File: src/rtl/clock_pkg.sv
// rtl/clock_pkg.sv - shared FSM encoding and BCD/hour helpers for chime_ctrl
package clock_pkg;

  typedef enum logic [2:0] {
    IDLE,
    PIP_ON,
    PIP_WAIT,
    TOP,
    STRIKE_ON,
    STRIKE_GAP
  } chime_state_e;

  function automatic int max3(input int a, input int b, input int c);
    int m;
    m = (a > b) ? a : b;
    return (m > c) ? m : c;
  endfunction

  // Two BCD digits to binary; callers check digit validity separately.
  function automatic logic [7:0] bcd_to_bin(input logic [3:0] t, input logic [3:0] u);
    return ({4'd0, t} << 3) + ({4'd0, t} << 1) + {4'd0, u};
  endfunction

  function automatic logic [3:0] to_hour12(input logic [7:0] h);
    if (h == 8'd0)
      return 4'd12;
    else if (h > 8'd12)
      return 4'(h - 8'd12);
    else
      return h[3:0];
  endfunction

endpackage

File: src/rtl/tone_gen.sv
// rtl/tone_gen.sv - square-wave tone generator, restarts high whenever on rises
module tone_gen #(
  parameter int LO_HALF = 2,
  parameter int HI_HALF = 1
) (
  input  logic clk,
  input  logic rst_n,
  input  logic hi_sel,
  input  logic on,
  output logic wave
);

  localparam int HMAX = (LO_HALF > HI_HALF) ? LO_HALF : HI_HALF;
  localparam int HW   = (HMAX > 1) ? $clog2(HMAX) : 1;

  logic [HW-1:0] cnt_q;
  logic          phase_q;
  logic [HW-1:0] last;

  assign last = hi_sel ? HW'(HI_HALF - 1) : HW'(LO_HALF - 1);
  assign wave = on & phase_q;

  always_ff @(posedge clk or negedge rst_n) begin
    if (!rst_n) begin
      cnt_q   <= '0;
      phase_q <= 1'b1;
    end else if (!on) begin
      cnt_q   <= '0;
      phase_q <= 1'b1;
    end else if (cnt_q == last) begin
      cnt_q   <= '0;
      phase_q <= ~phase_q;
    end else begin
      cnt_q   <= cnt_q + HW'(1);
    end
  end

endmodule

File: src/rtl/chime_ctrl.sv
// rtl/chime_ctrl.sv - hourly chime controller: pre-hour pips plus top tone, or hour strikes
module chime_ctrl import clock_pkg::*; #(
  parameter int CLK_HZ      = 1000,
  parameter int PIPS        = 4,
  parameter int BEEP_CYC    = 500,
  parameter int TOP_CYC     = 1000,
  parameter int GAP_CYC     = 500,
  parameter int LO_HALF     = 2,
  parameter int HI_HALF     = 1,
  parameter int QUIET_START = 22,
  parameter int QUIET_END   = 7
) (
  input  logic       clk_1k,
  input  logic       cr,
  input  logic [3:0] bcd_su,
  input  logic [3:0] bcd_st,
  input  logic [3:0] bcd_mu,
  input  logic [3:0] bcd_mt,
  input  logic [3:0] bcd_hu,
  input  logic [3:0] bcd_ht,
  input  logic       en,
  input  logic       mode,
  input  logic       quiet_en,
  output logic       radio_alarm,
  output logic       busy,
  output logic [3:0] strikes_left
);

  localparam int          MAX_CYC = max3(BEEP_CYC, TOP_CYC, GAP_CYC);
  localparam int          CW      = (MAX_CYC > 1) ? $clog2(MAX_CYC) : 1;
  localparam logic [7:0]  PIP_SS  = 8'(60 - PIPS);
  localparam bit          WRAP    = QUIET_START > QUIET_END;

  // A pip must finish inside its second or the next tick would be missed.
  if (PIPS < 1 || PIPS > 9 || BEEP_CYC >= CLK_HZ) begin : g_bad_params
    $error("chime_ctrl: invalid parameter set");
  end

  chime_state_e  state_q, state_d;
  logic [CW-1:0] cnt_q, cnt_d;
  logic [3:0]    strikes_q, strikes_d;
  logic [5:0]    pip_sec_q, pip_sec_d;
  logic [3:0]    su_q;
  logic          hist_q;

  logic       tick;
  logic [7:0] ss, mm, hour;
  logic       time_ok, in_quiet, can_start, at_hour, tone_on;

  assign tick    = hist_q && (bcd_su != su_q);
  assign ss      = bcd_to_bin(bcd_st, bcd_su);
  assign mm      = bcd_to_bin(bcd_mt, bcd_mu);
  assign hour    = bcd_to_bin(bcd_ht, bcd_hu);
  assign time_ok = (bcd_su <= 4'd9) && (bcd_st <= 4'd5) && (bcd_mu <= 4'd9) &&
                   (bcd_mt <= 4'd5) && (bcd_hu <= 4'd9) && (bcd_ht <= 4'd2) &&
                   (hour <= 8'd23);
  assign in_quiet = WRAP ? ((hour >= 8'(QUIET_START)) || (hour < 8'(QUIET_END)))
                         : ((hour >= 8'(QUIET_START)) && (hour < 8'(QUIET_END)));
  assign can_start = en && time_ok && !(quiet_en && in_quiet);
  assign at_hour   = (mm == 8'd0) && (ss == 8'd0);

  always_comb begin
    state_d   = state_q;
    cnt_d     = cnt_q;
    strikes_d = strikes_q;
    pip_sec_d = pip_sec_q;
    if (!en && state_q != IDLE) begin
      state_d   = IDLE;
      cnt_d     = '0;
      strikes_d = '0;
    end else begin
      case (state_q)
        IDLE: begin
          cnt_d = '0;
          if (tick && can_start) begin
            if (!mode && mm == 8'd59 && ss == PIP_SS) begin
              state_d   = PIP_ON;
              pip_sec_d = ss[5:0];
            end else if (mode && at_hour) begin
              state_d   = STRIKE_ON;
              strikes_d = to_hour12(hour);
            end
          end
        end
        PIP_ON: begin
          if (cnt_q == CW'(BEEP_CYC - 1)) begin
            state_d = PIP_WAIT;
            cnt_d   = '0;
          end else begin
            cnt_d = cnt_q + CW'(1);
          end
        end
        PIP_WAIT: begin
          if (tick) begin
            if (time_ok && mm == 8'd59 && pip_sec_q < 6'd59 && ss == 8'(pip_sec_q) + 8'd1) begin
              state_d   = PIP_ON;
              pip_sec_d = ss[5:0];
            end else if (time_ok && at_hour) begin
              state_d = TOP;
            end else begin
              state_d = IDLE;
            end
          end
        end
        TOP: begin
          if (cnt_q == CW'(TOP_CYC - 1)) begin
            state_d = IDLE;
            cnt_d   = '0;
          end else begin
            cnt_d = cnt_q + CW'(1);
          end
        end
        STRIKE_ON: begin
          if (cnt_q == CW'(BEEP_CYC - 1)) begin
            strikes_d = strikes_q - 4'd1;
            state_d   = (strikes_q > 4'd1) ? STRIKE_GAP : IDLE;
            cnt_d     = '0;
          end else begin
            cnt_d = cnt_q + CW'(1);
          end
        end
        STRIKE_GAP: begin
          if (cnt_q == CW'(GAP_CYC - 1)) begin
            state_d = STRIKE_ON;
            cnt_d   = '0;
          end else begin
            cnt_d = cnt_q + CW'(1);
          end
        end
        default: begin
          state_d = IDLE;
          cnt_d   = '0;
        end
      endcase
    end
  end

  always_ff @(posedge clk_1k or negedge cr) begin
    if (!cr) begin
      state_q   <= IDLE;
      cnt_q     <= '0;
      strikes_q <= '0;
      pip_sec_q <= '0;
      su_q      <= '0;
      hist_q    <= 1'b0;
    end else begin
      state_q   <= state_d;
      cnt_q     <= cnt_d;
      strikes_q <= strikes_d;
      pip_sec_q <= pip_sec_d;
      su_q      <= bcd_su;
      hist_q    <= 1'b1;
    end
  end

  // Outputs decode straight from state so an async reset silences them at once.
  assign tone_on      = (state_q == PIP_ON) || (state_q == TOP) || (state_q == STRIKE_ON);
  assign busy         = (state_q != IDLE);
  assign strikes_left = strikes_q;

  tone_gen #(
    .LO_HALF (LO_HALF),
    .HI_HALF (HI_HALF)
  ) u_tone (
    .clk    (clk_1k),
    .rst_n  (cr),
    .hi_sel (state_q != PIP_ON),
    .on     (tone_on),
    .wave   (radio_alarm)
  );

endmodule

File: config.mk
export PLATFORM = sky130hd
export DESIGN_NAME = chime_ctrl
export DESIGN_NICKNAME = d
export VERILOG_FILES = /design/src/rtl/clock_pkg.sv /design/src/rtl/tone_gen.sv /design/src/rtl/chime_ctrl.sv
export SDC_FILE = /design/constraint.sdc
export NUM_CORES = 1
export LEC_CHECK = 0
export ABC_AREA = 1
export CORE_UTILIZATION = 30
export DETAILED_ROUTE_END_ITERATION = 8
export SETUP_SLACK_MARGIN = 0.05
export SLEW_MARGIN = 20
export SYNTH_ARGS = -nofsm -noshare
export SYNTH_HDL_FRONTEND = slang
export SYNTH_SLANG_ARGS = --single-unit
File: constraint.sdc
create_clock -name clk_1k -period 1.95 [get_ports clk_1k]
set_input_delay 0.195 -clock clk_1k [delete_from_list [all_inputs] [get_ports clk_1k]]
set_output_delay 0.195 -clock clk_1k [all_outputs]
set_load 0.02 [all_outputs]
Word level (Yosys, flattened, before mapping)
Cells that the tools add are included.
- register bits: 30
- input port bits: 29
- output and inout port bits: 6
- logic and storage cells: 134
- $add $sub $neg: 11
- order comparisons: 12
- equal/unequal tests: 28
- mux-type cells: 35
- bitwise logic cells: 3
- reductions and logical operators: 37
- operators by type and width (cell ; count):
    two-way mux 10 bit ; 3
    two-way mux 3 bit ; 10
    one-hot mux 10 bit (3 select lines) ; 1
    two-way mux 4 bit ; 7
    adder 7 x 5 -> 8 bit ; 3
    adder 8 x 4 -> 8 bit ; 3
    zero test 8 bit ; 3
    two-way mux 6 bit ; 4
    inequality test 3 bit, second input constant ; 8
    logical AND 1 bit ; 20
    one-hot mux 3 bit (6 select lines) ; 1
    equality test 8 x 6 -> 1 bit, second input constant ; 2
    less-or-equal comparator 4 bit, second input constant ; 3
    inequality test 2 bit, second input constant ; 6
    one-hot mux 6 bit (2 select lines) ; 1
    adder 10 x 1 -> 10 bit, second input constant ; 1
    equality test 10 bit, second input constant ; 1
    equality test 10 x 9 -> 1 bit, second input constant ; 1
    equality test 8 x 7 -> 1 bit ; 1
    >= comparator 8 x 5 -> 1 bit, second input constant ; 1
    greater-than comparator 8 x 4 -> 1 bit, second input constant ; 1
    less-or-equal comparator 4 x 3 -> 1 bit, second input constant ; 2
    less-or-equal comparator 8 x 5 -> 1 bit, second input constant ; 1
    < comparator 8 x 3 -> 1 bit, second input constant ; 1
    28 further kinds ; 41

Depth between registers and ports, before layout
- depth in word-level cells: 14
- depth in mapped cells: 19
- mapped depth without buffers: 19

Hierarchy
Synthesis repeated with hierarchy kept, for this count alone.
- cells, all modules: 455
- area total of the unflattened synthesis: 3074.2 µm²
- by module, submodules not included (module ; instances ; cells an instance ; area an instance (µm²) ; sequential area each (µm²)):
    chime_ctrl ; 1 ; 441 ; 2967.8 ; 700.7
    tone_gen ; 1 ; 14 ; 106.4 ; 51.3

Worst setup path after synthesis
No wires, ideal clock.
- path type: input -> register
- start point: input port bcd_hu[3]
- end point: register pip_sec_q[0]
- setup time: 0.117 ns
- arrival time: 2.647 ns
- data required time: 1.833 ns
- slack: -0.813 ns
- cell stages on the path: 17
- buffers on the path: 0
- cell sequence: inv_1 > fa_1 > inv_1 > fa_1 > inv_1 > ha_1 > nand3_1 > nand2_1 > nor2_1 > nor3_4 > nand3_2 > nand2_4 > nand2_2 > nor2_8 > nand2_4 > nand2_1 > nand2_1
- longest elaborated chain between the ends: 9
- elaborated cells on any way between the ends: 20
- classes of those cells: add/sub (1); order compare (4); eq/ne (2); reduce/logical (13)
- RTL lines (what ; RTL line ; text):
    start: declaration ; chime_ctrl.sv:19 ; input logic [3:0] bcd_hu,
    adder 8 x 4 -> 8 bit / less-or-equal comparator 4 bit (equally long branches) ; clock_pkg.sv:21, chime_ctrl.sv:55 ;
    >= comparator 8 x 5 -> 1 bit (tied with other cells) ; - ;
    logical OR 1 bit / logical AND 1 bit (equally long branches) ; chime_ctrl.sv:57, chime_ctrl.sv:55 ;
    logical AND 1 bit, on equally long branches ; chime_ctrl.sv:59, chime_ctrl.sv:55 ;
    zero test 1 bit (tied with other cells) ; chime_ctrl.sv:59 ; assign can_start = en && time_ok && !(quiet_en && in_quiet);
    logical AND 1 bit, on equally long branches ; chime_ctrl.sv:59, chime_ctrl.sv:95 ;
    logical AND 1 bit, on equally long branches ; chime_ctrl.sv:75, chime_ctrl.sv:95 ;
    inequality test 2 bit (no line) ; - ;
    AND reduction 6 bit (no line) (*) ; - ;
    end signal: assignment ; chime_ctrl.sv:150 ; pip_sec_q <= pip_sec_d;
    end: declaration ; chime_ctrl.sv:42 ; logic [5:0] pip_sec_q, pip_sec_d;
Every way passes the cells marked *; elsewhere a longest branch is shown, timed or not.
A chain may end at the register's enable or synchronous reset.

Worst setup path in the final report
- start point: input port bcd_su[2]
- end point: register state_q[1]
- longest elaborated chain between the ends: 14
- elaborated cells on any way between the ends: 34
- classes of those cells: add/sub (1); order compare (1); eq/ne (6); mux (7); reduce/logical (19)
- RTL lines (what ; RTL line ; text):
    start: declaration ; chime_ctrl.sv:15 ; input logic [3:0] bcd_su,
    branches (longest 14 deep; another with adder 8 x 4 -> 8 bit) ; - ;
    end signal: assignment ; chime_ctrl.sv:147 ; state_q <= state_d;
    end: declaration ; chime_ctrl.sv:39 ; chime_state_e state_q, state_d;
Several ways; the timed one is not identified. The select of a mux whose other input is x is not followed.

==> impl_metrics.ini <==
[timing]
rsz0062_at_grt = yes
fin_crit_sh_pct = 125
setup_viol = 13
worst_slack_ps = -481
finalClockSkew_ps = 12.3
slew_violations = 0
finalCriticalPeriod_ps = 2430
final_hold_viol_count = 0
fmax_mhz = 411
tns_ps = -5930

[placement]
gp_congestion = 0.834
io_buffers = 34
dp_hpwl_um = 6120
dp.cells = 673

[global_routing]
grt-ovfl-total = 0
grt_pass1_vias = 3075
grt_max_degree = 31
antenna_found_initial = 0
track_usage_pct = 15.5
grt_first_pass_wirelength_um = 13200

[synthesis]
yosys.area.top_type = dfrtp_1
avgSynthCellArea_um2 = 6.84
syn-instance-count = 451
synth-edff-count = 0
yosysWarnings = 0
yosys.cell_types.count = 40
synthFlopType = dfrtp_1
syn_area_um2 = 3080
synth_seq_area_share_pct = 24.4
yosys-top-cells-area = dfrtp_1, nand2_1, ha_1
syn_nets = 515
yosysTopAreaCellShare_pct = 23.5
async_flop_share_pct = 100
ys_ff_latch = 30
synth.most_common_cell = nand2_1
synth_top_cells_by_count = nand2_1, inv_1, nor2_1, nand3_1

[clock_network]
clk_latency_ps = 280
clkTransAtPathRegs_ps = 70
cts.sinks = 30
ctsLongestPathBuffers = 2
root_buffer = clkbuf_8
numCtsBuffers = 5
cts_tree = yes
htreeDepth = 2

[route]
wl_um = 7410
wl_per_cell_um = 10.8
avgViaCountPerCell = 4.48
drt_iter0_markers = 114
vias = 3085
firstDrtPassIters = 5
drtAntennaViolNets = 0
route.detailed.drc = 0

[worst_setup_path]
arrival_ps = 2610
end_kind = register
crit_required_ps = 2130
critPathLaunchType = input port
critPathMaxFanout = 5
crit_type = input port to register

[worst_hold_path]
hold_class = input port to register

[layout]
area_delta_synth_final_pct = 39.6
nets = 619
regArea_um2 = 752
n_fill_cell = 1011
layout-drive-gt1-share_pct = 25.9
multi_input_area_um2 = 2230
antennaDiodeCount = 0
final_cells = 689

[floorplanning]
chipHeight_um = 103
io_pins = 35
dieArea_um2 = 10700
rows = 36
fp.dieW_um = 103
coreArea_um2 = 9860
initial_core_util_pct = 31.3

[pwr]
pwr_density_cell_nw_per_um2 = 460
p_leak_nw = 2.22
ir_worst_vdd_mv = 0.204

[status]
status = finished, violations left
violations = negative setup slack

[run]
maxCapViolCount = 0
## path summary, 6_finish.rpt
check,startpoint,end,slack [ps],cells past startpoint
min,bcd_su[3],su_q[3]$_DFF_PN0_,200,2
max,bcd_su[2],state_q[1]$_DFFE_PN0P_,-480,19
min reg2reg,cnt_q[8]$_DFFE_PN0P_,cnt_q[8]$_DFFE_PN0P_,480,1
max reg2reg,pip_sec_q[1]$_DFFE_PN0P_,pip_sec_q[3]$_DFFE_PN0P_,70,14
max in group asynchronous,cr,u_tone.phase_q$_DFFE_PN1P_,1330,2
min in group asynchronous,cr,state_q[2]$_DFFE_PN0P_,310,2
## logic make-up after synthesis
family | count (synthesis) | synth area share [%]
AO/OA/AOI/OAI | 40 | 7.35
XOR/XNOR | 13 | 3.94
adder cells (fa/ha/maj) | 35 | 15.7
buffers and inverters | 69 | 8.68
flip-flops | 30 | 24.4
other | 1 | 0.122
AND/OR/NAND/NOR | 263 | 39.9
## metrics by stage
stage	hold slack [ps]	cell area, um2	util (%)	power, W	setup WS (ps)
floorplan	-101	3110	-	0.00107	-633
global placement	470	4030	40.9	0.00138	-1240
detailed placement	471	4030	40.9	0.00140	-1330
CTS	280	4260	43.2	0.00199	-475
global route	194	4300	43.6	0.00214	-652
finish	195	4300	43.6	0.00198	-481
## critical path: stages
cell and delay, ps:
dlygate4sd2_1 250, ha_1 300, ha_2 180, inv_1 60
fa_2 470, inv_2 80, nand3_2 80, nand2_1 90
nand2_1 80, nand2_1 80, nor2_2 50, nand2_2 110
nor2_4 60, nor2_4 210, nand2_4 70, nand3_4 100
nor2_4 40, nand2_1 60, nand2_1 40
## area by class of cell
type,instances,share of cell area [%]
well taps,133,3.87
clock inverters,2,0.291
repair buffers,99,18.5
flip-flops and latches,30,17.5
multi-input cells,352,51.9
clock buffers,6,1.92
inverters,67,6.02
## registers in the layout, indices dropped and copies added (netlist names)
signal	count
pip_sec_q	6
u_tone.phase_q	1
state_q	3
strikes_left	4
cnt_q	10
su_q	4
hist_q	1
u_tone.cnt_q	1
## metal layers
layer / vias up / wire length [um] / global-route usage (%) / part of all wire, %
met1: 1395 / 3400 / 19.5 / 46
met2: 39 / 3830 / 28.4 / 52
met5: - / 0 / 0 / 0
li1: 1647 / - / - / -
met4: 0 / 51 / 3.58 / 0.69
met3: 4 / 124 / 1.61 / 1.7
## layout by cell type, fill, tap and decap left out, drive strengths merged, types with 14 or more instances in the layout
cell type	instances
a21oi	16
inv	67
dfrtp	29
nand3	41
nor2	65
buf	70
nand2	131
ha	29
o21ai	16
clkdlybuf4s50	14
## power by group
part           switching [W]  internal, W
registers         0.00000659     0.000631
clock network       0.000242     0.000283
logic               0.000412     0.000404
## what timing repair did
action	4_1_cts	5_1_grt
resized for setup	69	20
pin swaps	31	12
setup buffers	5	3
hold buffers	0	0
setup endpoints to repair	15	15
No activity file was read; power rests on OpenSTA's default activity.
